===== config.mk =====
export PLATFORM = sky130hd
export DESIGN_NAME = sysclk_bitcmd_req_flat
export DESIGN_NICKNAME = d
export VERILOG_FILES = /design/src/rtl/sysclk_bitcmd_req_if.sv /design/src/rtl/sysclk_bitcmd_req.sv /design/src/flat_wrapper.sv
export SDC_FILE = /design/constraint.sdc
export NUM_CORES = 1
export LEC_CHECK = 0
export BUFFER_PORTS_ARGS = -buffer_cell sky130_fd_sc_hd__buf_4
export CORE_ASPECT_RATIO = 1.1
export CORE_MARGIN = 4
export CORE_UTILIZATION = 40
export DETAILED_ROUTE_END_ITERATION = 8
export GPL_TIMING_DRIVEN = 0
export PLACE_DENSITY = 0.62
export SLEW_MARGIN = 20
export SYNTH_ARGS = -nofsm -noshare
export SYNTH_HDL_FRONTEND = slang
export SYNTH_SLANG_ARGS = --single-unit

===== constraint.sdc =====
create_clock -name sysclk_i -period 2 [get_ports sysclk_i]
set_input_delay 0.5 -clock sysclk_i [delete_from_list [all_inputs] [get_ports sysclk_i]]
set_output_delay 0.5 -clock sysclk_i [all_outputs]
set_load 0.02 [all_outputs]

===== src/rtl/sysclk_bitcmd_req_if.sv =====
// Bitcommand request bus between phase/request sources and the request generator.
// The slave modport is the generator side; the master modport drives phase, SYNC and requests.
interface sysclk_bitcmd_req_if #(
  parameter int NUM_CMD = 4
) ();
  logic               sysclk_phase_i;
  logic               sysclk_sync_i;
  logic [NUM_CMD-1:0] req_i;
  logic [NUM_CMD-1:0] cmd_en_i;
  logic [NUM_CMD-1:0] overrun_clr_i;
  logic [NUM_CMD-1:0] bitcommand_o;
  logic [NUM_CMD-1:0] issued_o;
  logic [NUM_CMD-1:0] pending_o;
  logic [NUM_CMD-1:0] overrun_o;

  modport slave (
    input  sysclk_phase_i,
    input  sysclk_sync_i,
    input  req_i,
    input  cmd_en_i,
    input  overrun_clr_i,
    output bitcommand_o,
    output issued_o,
    output pending_o,
    output overrun_o
  );

  modport master (
    output sysclk_phase_i,
    output sysclk_sync_i,
    output req_i,
    output cmd_en_i,
    output overrun_clr_i,
    input  bitcommand_o,
    input  issued_o,
    input  pending_o,
    input  overrun_o
  );
endinterface


===== src/rtl/sysclk_bitcmd_req.sv =====
// Multi-channel bitcommand request generator: async requests are synchronised, held pending and
// issued as one-phase-long bitcommand bits at the next qualifying phase boundary.
module sysclk_bitcmd_req #(
  parameter int                 NUM_CMD    = 4,
  parameter logic [NUM_CMD-1:0] SYNC_GATED = NUM_CMD'(4'b0001),
  parameter logic [NUM_CMD-1:0] REQ_TOGGLE = '0
) (
  input  logic                      sysclk_i,
  input  logic                      sysclk_rstn_i,
  sysclk_bitcmd_req_if.slave        bus
);

  localparam logic [1:0] ARM_DONE = 2'd3;

  function automatic logic [1:0] arm_step(input logic [1:0] cnt);
    return (cnt == ARM_DONE) ? cnt : cnt + 2'd1;
  endfunction

  (* ASYNC_REG = "TRUE", CUSTOM_CC_DST = "SYSCLK" *)
  logic [NUM_CMD-1:0] sync0_q;
  (* ASYNC_REG = "TRUE", CUSTOM_CC_DST = "SYSCLK" *)
  logic [NUM_CMD-1:0] sync1_q;
  logic [NUM_CMD-1:0] rereg_q;

  logic [1:0]         arm_q, arm_d;
  logic               armed;
  logic               phase_d_q;

  logic [NUM_CMD-1:0] event_w;
  logic [NUM_CMD-1:0] sync_ok_w;
  logic [NUM_CMD-1:0] issue_w;

  logic [NUM_CMD-1:0] pending_q, pending_d;
  logic [NUM_CMD-1:0] overrun_q, overrun_d;
  logic [NUM_CMD-1:0] bitcmd_q, bitcmd_d;
  logic [NUM_CMD-1:0] issued_q, issued_d;

  // Stage 0/1: two-flop synchroniser, then a re-register that provides the edge reference
  always_ff @(posedge sysclk_i) begin
    if (!sysclk_rstn_i) begin
      sync0_q <= '0;
      sync1_q <= '0;
      rereg_q <= '0;
    end else begin
      sync0_q <= bus.req_i;
      sync1_q <= sync0_q;
      rereg_q <= sync1_q;
    end
  end

  // Edges are ignored until the synchroniser has flushed post-reset levels.
  assign arm_d = arm_step(arm_q);
  assign armed = (arm_q == ARM_DONE);

  always_comb begin
    event_w = '0;
    for (int k = 0; k < NUM_CMD; k++) begin
      if (REQ_TOGGLE[k]) begin
        event_w[k] = armed & (sync1_q[k] ^ rereg_q[k]);
      end else begin
        event_w[k] = armed & sync1_q[k] & ~rereg_q[k];
      end
    end
  end

  // Stage 2: issue decision on the cycle after the phase pulse, where SYNC is valid
  always_comb begin
    sync_ok_w = ~SYNC_GATED | {NUM_CMD{bus.sysclk_sync_i}};
    issue_w   = {NUM_CMD{phase_d_q}} & pending_q & bus.cmd_en_i & sync_ok_w;

    pending_d = event_w | (pending_q & ~issue_w);
    overrun_d = (event_w & pending_q & ~issue_w) | (overrun_q & ~bus.overrun_clr_i);

    bitcmd_d  = phase_d_q ? issue_w : bitcmd_q;
    issued_d  = issue_w;
  end

  always_ff @(posedge sysclk_i) begin
    if (!sysclk_rstn_i) begin
      arm_q     <= '0;
      phase_d_q <= 1'b0;
      pending_q <= '0;
      overrun_q <= '0;
      bitcmd_q  <= '0;
      issued_q  <= '0;
    end else begin
      arm_q     <= arm_d;
      phase_d_q <= bus.sysclk_phase_i;
      pending_q <= pending_d;
      overrun_q <= overrun_d;
      bitcmd_q  <= bitcmd_d;
      issued_q  <= issued_d;
    end
  end

  assign bus.bitcommand_o = bitcmd_q;
  assign bus.issued_o     = issued_q;
  assign bus.pending_o    = pending_q;
  assign bus.overrun_o    = overrun_q;

  // An issue pulse always marks a cycle where the bit it issued is high.
  issued_within_bitcmd: assert property (
    @(posedge sysclk_i) disable iff (!sysclk_rstn_i)
      (issued_q & ~bitcmd_q) == '0
  );

endmodule


===== src/flat_wrapper.sv =====
// flat-port wrapper written by rule: the top's interface ports become plain ports
module sysclk_bitcmd_req_flat 
#(
  parameter int                 NUM_CMD    = 4,
  parameter logic [NUM_CMD-1:0] SYNC_GATED = NUM_CMD'(4'b0001),
  parameter logic [NUM_CMD-1:0] REQ_TOGGLE = '0
)
  (sysclk_i, sysclk_rstn_i, bus_sysclk_phase_i, bus_sysclk_sync_i, bus_req_i, bus_cmd_en_i, bus_overrun_clr_i, bus_bitcommand_o, bus_issued_o, bus_pending_o, bus_overrun_o);
  sysclk_bitcmd_req_if #(.NUM_CMD(NUM_CMD)) bus_i ();
  input  logic sysclk_i;
  input  logic sysclk_rstn_i;
  input wire logic [$bits(bus_i.sysclk_phase_i)-1:0] bus_sysclk_phase_i;
  input wire logic [$bits(bus_i.sysclk_sync_i)-1:0] bus_sysclk_sync_i;
  input wire logic [$bits(bus_i.req_i)-1:0] bus_req_i;
  input wire logic [$bits(bus_i.cmd_en_i)-1:0] bus_cmd_en_i;
  input wire logic [$bits(bus_i.overrun_clr_i)-1:0] bus_overrun_clr_i;
  output wire logic [$bits(bus_i.bitcommand_o)-1:0] bus_bitcommand_o;
  output wire logic [$bits(bus_i.issued_o)-1:0] bus_issued_o;
  output wire logic [$bits(bus_i.pending_o)-1:0] bus_pending_o;
  output wire logic [$bits(bus_i.overrun_o)-1:0] bus_overrun_o;
  assign bus_i.sysclk_phase_i = bus_sysclk_phase_i;
  assign bus_i.sysclk_sync_i = bus_sysclk_sync_i;
  assign bus_i.req_i = bus_req_i;
  assign bus_i.cmd_en_i = bus_cmd_en_i;
  assign bus_i.overrun_clr_i = bus_overrun_clr_i;
  assign bus_bitcommand_o = bus_i.bitcommand_o;
  assign bus_issued_o = bus_i.issued_o;
  assign bus_pending_o = bus_i.pending_o;
  assign bus_overrun_o = bus_i.overrun_o;
  sysclk_bitcmd_req #(.NUM_CMD(NUM_CMD), .SYNC_GATED(SYNC_GATED), .REQ_TOGGLE(REQ_TOGGLE)) u_core (.sysclk_i(sysclk_i), .sysclk_rstn_i(sysclk_rstn_i), .bus(bus_i));
endmodule

==> impl_metrics.yaml <==
critical_path:
  crit_chain: "buf_4"
  setup.worst_path.start_class: "flop"
  crit_family: "flip-flops"
  crit_type: "flop to primary output"
  ff2ff_setup_slack_ns: 0.88
  required_ns: 1.50
  critPathMaxStageDelay_ns: 0.40
  cp_slowest_cell: "dfxtp_1"
  arrival_ns: 0.88
  endpoint_kind: "primary output"
  critPathBufInv: 1
  worstPathMaxFanout: 4
timing:
  fin_crit_sh_pct: 69.1
  report.final.hold_viol_count: 0
  setup_tns_ns: 0
  finalWorstPathRequiredPeriod_ns: 1.38
  rsz0062_at_grt: "no"
  worst_slack_ns: 0.618
  clock_skew_ns: 0.00809
  slew_violations: 0
  report.final.setup_viol: 0
  max_freq_mhz: 724
  worst_pin_slew_ns: 0.269
  hold-worst-slack_ns: 0.386
  slew_headroom_pct: 81.9
synth:
  synth_edf_count: 0
  synth.top_cell.area_share_pct: 59.8
  synth_top_flop_cell: "dfxtp_1"
  syn_inst: 101
  yosysMostFrequentCell: "dfxtp_1"
  synth_top_area_cell: "dfxtp_1"
  yosys-top-cells-count: "dfxtp_1 (31), nor2_1 (15), and2_1 (13)"
  synth_seq_area_share_pct: 59.8
  synthArstFlopShare_pct: 0
  synth_cell_types: 21
  synth_area_leaders: "dfxtp_1 (60%), and2_1 (7.8%), nor2_1 (5.4%), a21oi_1 (3.9%), and3b_1 (2.5%)"
  yosysWarnings: 0
  syn_area_um2: 1040
  avgSynthCellArea_um2: 10.3
  ys_seq_elements: 31
  synth.net_count: 118
final_layout:
  nFillCells: 249
  seq_area_um2: 621
  final_area_um2: 1360
  fin_cells: 171
  syn_to_final_growth_pct: 31.0
  multi_input_area_um2: 387
  diodes: 0
  final_nets: 156
  fin_util_pct: 54.5
  drive_above_1_share_pct: 31.4
placement:
  place_hpwl_mm: 1.39
  placed_cell_area_um2: 1310
  gp_congestion: 0.692
  dp_worst_setup_slack_ns: 0.838
  placed_cells: 163
  io_buffers: 31
floorplan:
  die_area_um2: 3480
  io_pins: 32
  die_y_um: 61.4
  initial_core_util_pct: 41.6
  fp-row-count: 19
  die_width_um: 56.6
  core-area_um2: 2500
routing:
  via_per_inst: 4.65
  initialDrtViolationCount: 12
  vias: 796
  ant_nets: 0
  drc: 0
  firstDrtPassIters: 4
  wl_per_cell_um: 10.7
  totalWireLength_mm: 1.82
global_route:
  grt_pass1_vias: 720
  grt_pass1_wl_mm: 2.96
  grt_max_degree: 11
  overflow: 0
  grt_use_total_pct: 12.1
  grt_antenna_before_repair: 0
flow_run:
  drv_cap: 0
clocking:
  clockRootBuffer: "clkbuf_4"
  max-clock-path-buffers: 2
  clock_latency_ns: 0.32
  cts_post_setup_buffers_inserted: 0
  clk_pin_slew_worst_paths_ns: 0.09
  numCtsBuffers: 5
  cts_hold_buf: 0
  htreeDepth: 2
  clock_sinks: 31
  post_cts_resized: 0
  tritoncts: "built"
power_and_ir_drop:
  p_leak_nw: 0.591
  total_power_mw: 1.06
  p_per_area_nw_per_um2: 780
  max-vdd-ir-drop_uv: 514
min_path:
  hold_class: "primary input to flop"
outcome:
  status: "finished clean"
==> where the power goes <==
group / internal (mW) / switching (mW)
Combinational: 0.0461 / 0.0375
Clock: 0.137 / 0.192
Sequential: 0.638 / 0.0101
==> cell usage in the layout, fill, tap and decap left out, types with 2 or more instances in the layout <==
master     n
a21oi_1    8
nand2_1    4
clkbuf_4   5
nand3_1    4
nand2b_1   4
clkbuf_1   2
nor2b_1    3
buf_4     31
buf_6      2
nand3b_1   2
nor2_1    15
dfxtp_1   31
a21boi_0   3
and3b_1    3
and2_1    13
==> worst register-to-register path: cells and delay by family (launching register included) <==
family,cells,cell delay [ns]
AO/OA/AOI/OAI,1,0.15
adder cells (fa/ha/maj),1,0.27
flip-flops,1,0.33
AND/OR/NAND/NOR,2,0.27
==> final timing paths <==
path,from,cells after the start,endpoint
worst min register to register,u_core.sync0_q[3],1,u_core.sync1_q[3]
worst max register to register,u_core.arm_q[0],4,u_core.bus.overrun_o[2]
worst max-delay path,u_core.bus.pending_o[0],1,bus_pending_o[0]
worst min-delay path,bus_req_i[1],2,u_core.sync0_q[1]
==> layout make-up <==
| type | instances | share of cell area (%) |
|---|---|---|
| flip-flops and latches | 31 | 45.6 |
| multi-input cells | 66 | 28.4 |
| repair buffers | 31 | 17.1 |
| clock buffers | 7 | 3.31 |
| well taps | 31 | 2.85 |
| plain buffers | 3 | 2.02 |
| clock inverters | 1 | 0.368 |
| inverters | 1 | 0.276 |
==> kinds of logic (layout without fill, tap and decap cells) <==
logic type | after synthesis | count (layout) | synth area share, %
muxes | 1 | 1 | 0.964
DFF | 31 | 31 | 59.8
xor gates and xnor gates | 1 | 1 | 0.844
AOI/OAI and AO/OA | 12 | 12 | 7.23
adders and majority gates | 1 | 1 | 1.20
and+or+nand+nor | 51 | 51 | 27.0
buffers and inverters | 4 | 43 | 3.01
==> flip-flops by register name, summed over array words and instances (netlist names) <==
register	count
u_core.arm_q	2
u_core.bus.bitcommand_o	4
u_core.bus.issued_o	4
u_core.bus.overrun_o	4
u_core.bus.pending_o	4
u_core.phase_d_q	1
u_core.rereg_q	4
u_core.sync0_q	4
u_core.sync1_q	4
==> routing by layer <==
layer / vias to the layer above / global-route usage, % / part of all wire [%]
met5: - / 0 / 0
li1: 410 / - / -
met1: 357 / 11.1 / 39
met2: 21 / 19.6 / 49
met4: 0 / 13.2 / 4.1
met3: 8 / 5.03 / 7.5
Note: power is estimated with default switching activity, not from simulation.
